$ cat config.mk
export PLATFORM = sky130hd
export DESIGN_NAME = qbert_board_ctrl
export DESIGN_NICKNAME = d
export VERILOG_FILES = /design/src/rtl/qbert_pkg.sv /design/src/rtl/qbert_btn_edge.sv /design/src/rtl/qbert_board_ctrl.sv
export SDC_FILE = /design/constraint.sdc
export NUM_CORES = 1
export LEC_CHECK = 0
export CAP_MARGIN = 0
export CORE_MARGIN = 2
export CORE_UTILIZATION = 55
export DETAILED_ROUTE_END_ITERATION = 16
export PLACE_DENSITY = 0.79
export SYNTH_ARGS = -nofsm -noshare
export SYNTH_HDL_FRONTEND = slang
export SYNTH_SLANG_ARGS = --single-unit
$ cat constraint.sdc
create_clock -name clk_25 -period 5.3 [get_ports clk_25]
set_input_delay 1.06 -clock clk_25 [delete_from_list [all_inputs] [get_ports clk_25]]
set_output_delay 1.06 -clock clk_25 [all_outputs]
set_load 0.05 [all_outputs]
$ cat src/rtl/qbert_pkg.sv
// Shared types and helpers for the Q*bert board controller: FSM states,
// hop directions, pyramid tile indexing and the lives seven-segment decode.
package qbert_pkg;

  typedef enum logic [2:0] {
    ST_IDLE,
    ST_HOP,
    ST_FALL,
    ST_LOST,
    ST_WON
  } state_t;

  typedef enum logic [1:0] {
    DIR_UL,
    DIR_UR,
    DIR_DL,
    DIR_DR
  } dir_t;

  localparam int POS_W = 4;

  // Row r of the pyramid starts at tile r*(r+1)/2.
  function automatic int tile_idx(input int r, input int c);
    return r * (r + 1) / 2 + c;
  endfunction

  // Active-low segments, bit order {g,f,e,d,c,b,a}.
  function automatic logic [6:0] seg7_n(input logic [2:0] d);
    logic [6:0] s;
    s = 7'b1111111;
    case (d)
      3'd0: s = 7'b1000000;
      3'd1: s = 7'b1111001;
      3'd2: s = 7'b0100100;
      3'd3: s = 7'b0110000;
      3'd4: s = 7'b0011001;
      3'd5: s = 7'b0010010;
      3'd6: s = 7'b0000010;
      3'd7: s = 7'b1111000;
      default: s = 7'b1111111;
    endcase
    return s;
  endfunction

endpackage

$ cat src/rtl/qbert_btn_edge.sv
// Button conditioner: 2-FF synchroniser followed by a rising-edge detector that
// stays disarmed until the button has been seen low after reset.
module qbert_btn_edge (
  input  logic clk_25,
  input  logic rst_n,
  input  logic btn,
  output logic rise
);

  logic sync1_reg, sync2_reg, prev_reg;
  logic valid1_reg, valid2_reg, armed_reg;

  always_ff @(posedge clk_25 or negedge rst_n) begin
    if (!rst_n) begin
      sync1_reg  <= 1'b0;
      sync2_reg  <= 1'b0;
      prev_reg   <= 1'b0;
      valid1_reg <= 1'b0;
      valid2_reg <= 1'b0;
      armed_reg  <= 1'b0;
    end else begin
      sync1_reg  <= btn;
      sync2_reg  <= sync1_reg;
      prev_reg   <= sync2_reg;
      valid1_reg <= 1'b1;
      valid2_reg <= valid1_reg;
      // A button held across reset release never looks like a fresh press.
      if (valid2_reg && !sync2_reg)
        armed_reg <= 1'b1;
    end
  end

  assign rise = armed_reg & sync2_reg & ~prev_reg;

endmodule

$ cat src/rtl/qbert_board_ctrl.sv
// Q*bert pyramid board controller: hop/fall FSM, tile colouring, lives and win/lose.
// Build option: define QBERT_REVERT_EN to make completed tiles wrap back to 0.
module qbert_board_ctrl
  import qbert_pkg::*;
#(
  parameter int ROWS        = 6,
  parameter int COLOR_STEPS = 1,
  parameter int LIVES_INIT  = 3,
  parameter int HOP_FRAMES  = 8,
  localparam int NTILES     = ROWS * (ROWS + 1) / 2
) (
  input  logic                clk_25,
  input  logic                rst_n,
  input  logic                frame_tick,
  input  logic                button1,
  input  logic                button2,
  input  logic                button3,
  input  logic                button4,
  output logic [3:0]          pos_row,
  output logic [3:0]          pos_col,
  output logic                hopping,
  output logic [2*NTILES-1:0] tile_lvl,
  output logic [2:0]          lives,
  output logic                lost,
  output logic                ganar,
  output logic [6:0]          led
);

  localparam logic [1:0]        STEPS     = 2'(COLOR_STEPS);
  localparam logic [7:0]        LAST_TICK = 8'(HOP_FRAMES - 1);
  localparam logic signed [5:0] ROWS_S    = 6'(ROWS);

  state_t             state_reg, state_next;
  logic [POS_W-1:0]   row_reg, row_next, col_reg, col_next;
  logic [POS_W-1:0]   tgt_row_reg, tgt_row_next, tgt_col_reg, tgt_col_next;
  logic [7:0]         tick_reg, tick_next;
  logic [2:0]         lives_reg, lives_next;
  logic               win_chk_reg, win_chk_next;
  logic               land_en;
  logic [7:0]         land_idx;
  logic [NTILES-1:0]  done_vec;
  logic               all_done;

  logic [3:0]         btn_vec, rise;
  dir_t               dir;
  logic               any_rise, in_range;
  logic signed [5:0]  tr, tc;

  assign btn_vec = {button4, button3, button2, button1};

  genvar gi;
  generate
    for (gi = 0; gi < 4; gi++) begin : g_btn
      qbert_btn_edge u_btn (
        .clk_25 (clk_25),
        .rst_n  (rst_n),
        .btn    (btn_vec[gi]),
        .rise   (rise[gi])
      );
    end
  endgenerate

  // Lowest button number wins when several edges land together.
  always_comb begin
    dir      = DIR_UL;
    any_rise = |rise;
    if (rise[0])      dir = DIR_UL;
    else if (rise[1]) dir = DIR_UR;
    else if (rise[2]) dir = DIR_DL;
    else if (rise[3]) dir = DIR_DR;

    tr = $signed({2'b00, row_reg});
    tc = $signed({2'b00, col_reg});
    case (dir)
      DIR_UL: begin tr = tr - 6'sd1; tc = tc - 6'sd1; end
      DIR_UR: begin tr = tr - 6'sd1; end
      DIR_DL: begin tr = tr + 6'sd1; end
      DIR_DR: begin tr = tr + 6'sd1; tc = tc + 6'sd1; end
      default: ;
    endcase
    in_range = (tr >= 6'sd0) && (tr < ROWS_S) && (tc >= 6'sd0) && (tc <= tr);
  end

  always_ff @(posedge clk_25 or negedge rst_n) begin
    if (!rst_n) begin
      state_reg   <= ST_IDLE;
      row_reg     <= '0;
      col_reg     <= '0;
      tgt_row_reg <= '0;
      tgt_col_reg <= '0;
      tick_reg    <= '0;
      lives_reg   <= 3'(LIVES_INIT);
      win_chk_reg <= 1'b0;
    end else begin
      state_reg   <= state_next;
      row_reg     <= row_next;
      col_reg     <= col_next;
      tgt_row_reg <= tgt_row_next;
      tgt_col_reg <= tgt_col_next;
      tick_reg    <= tick_next;
      lives_reg   <= lives_next;
      win_chk_reg <= win_chk_next;
    end
  end

  always_comb begin
    state_next   = state_reg;
    row_next     = row_reg;
    col_next     = col_reg;
    tgt_row_next = tgt_row_reg;
    tgt_col_next = tgt_col_reg;
    tick_next    = tick_reg;
    lives_next   = lives_reg;
    win_chk_next = 1'b0;
    land_en      = 1'b0;

    case (state_reg)
      ST_IDLE: begin
        if (win_chk_reg && all_done) begin
          state_next = ST_WON;
        end else if (any_rise) begin
          tick_next    = '0;
          tgt_row_next = tr[3:0];
          tgt_col_next = tc[3:0];
          if (in_range) begin
            state_next = ST_HOP;
          end else begin
            state_next = ST_FALL;
            lives_next = lives_reg - 3'd1;
          end
        end
      end
      ST_HOP: begin
        if (frame_tick) begin
          if (tick_reg == LAST_TICK) begin
            row_next     = tgt_row_reg;
            col_next     = tgt_col_reg;
            land_en      = 1'b1;
            win_chk_next = 1'b1;
            state_next   = ST_IDLE;
          end else begin
            tick_next = tick_reg + 8'd1;
          end
        end
      end
      ST_FALL: begin
        if (frame_tick) begin
          if (tick_reg == LAST_TICK) begin
            if (lives_reg == 3'd0) begin
              state_next = ST_LOST;
            end else begin
              row_next   = '0;
              col_next   = '0;
              state_next = ST_IDLE;
            end
          end else begin
            tick_next = tick_reg + 8'd1;
          end
        end
      end
      ST_LOST, ST_WON: ;
      default: state_next = ST_IDLE;
    endcase
  end

  assign land_idx = 8'(tile_idx(int'(tgt_row_reg), int'(tgt_col_reg)));

  generate
    for (gi = 0; gi < NTILES; gi++) begin : g_tile
      logic [1:0] lvl_reg;
      always_ff @(posedge clk_25 or negedge rst_n) begin
        if (!rst_n) begin
          lvl_reg <= '0;
        end else if (land_en && (land_idx == 8'(gi))) begin
`ifdef QBERT_REVERT_EN
          lvl_reg <= (lvl_reg == STEPS) ? 2'd0 : lvl_reg + 2'd1;
`else
          if (lvl_reg != STEPS)
            lvl_reg <= lvl_reg + 2'd1;
`endif
        end
      end
      assign tile_lvl[2*gi +: 2] = lvl_reg;
      assign done_vec[gi]        = (lvl_reg == STEPS);
    end
  endgenerate

  assign all_done = &done_vec;

  assign pos_row = row_reg;
  assign pos_col = col_reg;
  assign hopping = (state_reg == ST_HOP) || (state_reg == ST_FALL);
  assign lives   = lives_reg;
  assign lost    = (state_reg == ST_LOST);
  assign ganar   = (state_reg == ST_WON);
  assign led     = seg7_n(lives_reg);

endmodule

==> impl_results.md <==
* Starting density of the core at 57.14%
* Worst reg2reg setup slack at 410 ps
* Number of design rule violations left after detail routing at 0
* Number of antenna violations at the first check in global routing at 0
* Period utilisation layout at 92.24%
* Root Buffer Master: sky130_fd_sc_hd__clkbuf_8
* Post-synthesis cell area at 0.005637 mm2
* Clock-pin transition on the worst setup and hold timing paths at 100 ps
* Die Wd at 105.2 um
* Final estimated routing congestion in global placement at 0.8655
* Core region area at 0.009864 mm2
* Count of different cell masters after synthesis at 63
* Worst-skew pair later-pin latency at 370 ps
* Final layout net count at 709
* Setup TNS at 0 ps
* Post-layout min period at 4889 ps
* # setup viols final at 0
* Port buffer count at 69
* Required arrival time at the worst endpoint at 5560 ps
* Setup repair after global routing missed its margin: no
* Height of the die at 105.2 um
* Cell type with the highest aggregate area in the netlist: sky130_fd_sc_hd__dfrtp_1
* Net Count, Synth at 636
* Flip-flop cell with the highest count after synthesis: sky130_fd_sc_hd__dfrtp_1
* Initial DRC count at 272
* Transition time at the pin with the least slew margin at 1127 ps
* Endpoint kind of the worst setup timing path: flop
* Number of synthesized flops with an enable pin at 0
* Final hold violations at 0
* # H-tree levels at 3
* Outcome: completed
* Post-synthesis area per instance at 10.03 um2
* Timing-limited maximum frequency at 204.5 MHz
* Buffers from clock root to sink, at most at 2
* Gr ovfl total at 0
* Post-synthesis to final-layout area growth at 18.80%
* Worst r2r dst: g_tile[10].lvl_reg[0]$_DFFE_PN0P_
* Critical path launch point type: flop
* Total number of clock tree sinks at 91
* WL/cell at 15.66 um
* Max-capacitance violation count at 0
* Worst EP arrival at 5150 ps
* Cells on Worst Hold Path at 0
* Slew HR at 24.89%
* Boundary Pins at 70
* Length of the first detailed-routing pass in iterations at 4
* Count of inserted antenna diode cells at 0
* Share of Yosys cell area claimed by the top area cell type at 39.51%
* Worst hold path class: flop to flop
* Maximum net fanout on the critical path at 16
* Startpoint of the worst register-to-register path: tgt_row_reg[0]$_DFFE_PN0P_
* Maximum number of pins on one net before global-route repair at 92
* Hold Path Origin: g_btn[0].u_btn.sync1_reg$_DFF_PN0_
* Number of clock buffers inserted by TritonCTS at 9
* GRT Resource Usage Total at 23.05%
* Critical Setup Path Class: flop to flop
* Cell types occupying the most area after synthesis: sky130_fd_sc_hd__dfrtp_1 40%, sky130_fd_sc_hd__ha_1 13%, sky130_fd_sc_hd__mux2i_1 4.8%
* CTS tree: done
* Max-slew violation count at 0
* Register bit count reported by yosys at 91
* Sequential area share after synthesis at 40.44%
* Via count of the first global-routing pass at 4451
* Synthesized instance count at 562
* Most instantiated library cell after synthesis: sky130_fd_sc_hd__dfrtp_1
* Via/cell ratio at 5.573
* First-pass GRT wire length at 20770 um
* Hold path endpoint: g_btn[0].u_btn.sync2_reg$_DFF_PN0_
* Synth async-reset ratio at 100.0%
* Layout cell share with drive strength beyond 1 at 7.813%
* Flip-flop count of the largest register after layout at 42
* Final wirelength at 12110 um
* Rows at 36
* Overall die area at 0.01107 mm2
* Cell depth of the worst flop-to-flop path at 17
* YS warnings at 0
* Layout Skew at 11.21 ps
* Total number of vias at 4308
* Commonest cells in the synthesized netlist: 89 x sky130_fd_sc_hd__dfrtp_1, 60 x sky130_fd_sc_hd__ha_1, 60 x sky130_fd_sc_hd__inv_1
* Count of hold buffers inserted by post-cts repair at 0
* Post-DP HPWL at 9229 um
* Remaining antenna violation count after routing at 0
how the worst max path moves through the flow:
stage          cells past startpoint                                end  slack, ps                  startpoint
6_report                          17  g_tile[10].lvl_reg[0]$_DFFE_PN0P_        410  tgt_row_reg[0]$_DFFE_PN0P_
5_1_grt                           16  g_tile[17].lvl_reg[0]$_DFFE_PN0P_         80  tgt_row_reg[0]$_DFFE_PN0P_
4_1_cts                           16  g_tile[10].lvl_reg[0]$_DFFE_PN0P_        270  tgt_row_reg[0]$_DFFE_PN0P_
3_5_place_dp                      17  g_tile[10].lvl_reg[0]$_DFFE_PN0P_        320  tgt_row_reg[0]$_DFFE_PN0P_
3_3_place_gp                      17  g_tile[10].lvl_reg[0]$_DFFE_PN0P_        580  tgt_row_reg[0]$_DFFE_PN0P_
2_1_floorplan                     18   g_tile[0].lvl_reg[1]$_DFFE_PN0P_        880  tgt_row_reg[0]$_DFFE_PN0P_
logic make-up (layout without fill, tap and decap cells):
| family | after synthesis | after routing | synth area share, % |
|---|---|---|---|
| other | 1 | 1 | 0.06653 |
| DFF | 91 | 91 | 40.44 |
| AOI/OAI and AO/OA | 70 | 70 | 8.457 |
| and+or+nand+nor | 189 | 189 | 18.11 |
| xor gates and xnor gates | 40 | 40 | 6.215 |
| buffers and inverters | 71 | 149 | 4.906 |
| adders and majority gates | 67 | 67 | 15.80 |
| muxes | 33 | 33 | 5.993 |
routing by layer:
layer,wire length (um),track usage [%],part of all wire [%]
met5,0,0,0
met4,179,5.905,1.5
met1,5229,29.45,43
met2,6159,39.95,51
met3,539,4.700,4.5
critical path, stage by stage, from the launching register on:
cell and delay (ps):
sky130_fd_sc_hd__dfrtp_1 480, sky130_fd_sc_hd__ha_1 240, sky130_fd_sc_hd__inv_1 90, sky130_fd_sc_hd__ha_1 250, sky130_fd_sc_hd__nand2b_1 170, sky130_fd_sc_hd__fa_1 480, sky130_fd_sc_hd__fa_1 540, sky130_fd_sc_hd__inv_1 70
sky130_fd_sc_hd__fa_1 460, sky130_fd_sc_hd__xor2_1 170, sky130_fd_sc_hd__ha_1 350, sky130_fd_sc_hd__o21ai_0 120, sky130_fd_sc_hd__o21bai_1 120, sky130_fd_sc_hd__nor3b_1 330, sky130_fd_sc_hd__mux2_2 230, sky130_fd_sc_hd__a32o_4 290
sky130_fd_sc_hd__nand4_1 210, sky130_fd_sc_hd__xnor2_1 190
cells in the final DEF (no fill, tap or decap), types with 5 or more instances in the layout:
| cell | netlist | routed |
|---|---|---|
| sky130_fd_sc_hd__nand3_1 | 8 | 8 |
| sky130_fd_sc_hd__nand2_1 | 54 | 54 |
| sky130_fd_sc_hd__nand4_1 | 20 | 20 |
| sky130_fd_sc_hd__nor3_1 | 12 | 12 |
| sky130_fd_sc_hd__nand2b_1 | 8 | 8 |
| sky130_fd_sc_hd__mux2_2 | 6 | 6 |
| sky130_fd_sc_hd__nand3_2 | 10 | 10 |
| sky130_fd_sc_hd__o31ai_1 | 5 | 5 |
| sky130_fd_sc_hd__mux2i_1 | 27 | 27 |
| sky130_fd_sc_hd__a21o_1 | 6 | 6 |
| sky130_fd_sc_hd__o21ai_0 | 22 | 22 |
| sky130_fd_sc_hd__nand3b_1 | 6 | 6 |
| sky130_fd_sc_hd__ha_1 | 60 | 60 |
| sky130_fd_sc_hd__nor2_1 | 36 | 36 |
| sky130_fd_sc_hd__and3_1 | 6 | 6 |
| sky130_fd_sc_hd__xnor2_1 | 28 | 28 |
| sky130_fd_sc_hd__fa_1 | 7 | 7 |
| sky130_fd_sc_hd__nor2b_1 | 5 | 5 |
| sky130_fd_sc_hd__clkdlybuf4s50_1 | 0 | 68 |
| sky130_fd_sc_hd__buf_4 | 0 | 5 |
| sky130_fd_sc_hd__a21oi_1 | 7 | 7 |
| sky130_fd_sc_hd__clkbuf_8 | 0 | 9 |
| sky130_fd_sc_hd__xor2_1 | 12 | 12 |
| sky130_fd_sc_hd__inv_1 | 60 | 60 |
| sky130_fd_sc_hd__dfrtp_1 | 89 | 89 |
final cells by class:
class                      count  area [um2]
clock buffer                   9       123.9
clock inverter                 7       92.59
fill                         747        3168
inverter                      60       225.2
multi-input combinational    400        3090
sequential                    91        2280
tap                          133       166.4
timing repair buffer          73       718.2
stage by stage:
step / setup slack, ps / cell area, um2 / hold slack [ps] / utilization (%) / std cells
6_report: 411.1 / 6696 / 354.8 / 67.88 / 773
5_1_grt: 80.47 / 6696 / 370.3 / 67.88 / 773
4_1_cts: 265.5 / 6686 / 360.3 / 67.78 / 773
3_5_place_dp: 319.0 / 6470 / 335.6 / 65.59 / 757
3_3_place_gp: 578.2 / 6470 / 333.3 / 65.59 / 757
2_1_floorplan: 883.5 / 5637 / 331.2 / - / 562
what timing repair did:
action                     4_1_cts  5_1_grt
buffers inserted                 0        0
resized for setup                0        1
setup endpoints to repair        0        6
Power is not shown: default switching activity piles up to over one toggle a cycle in this logic, so the estimate is an artifact.
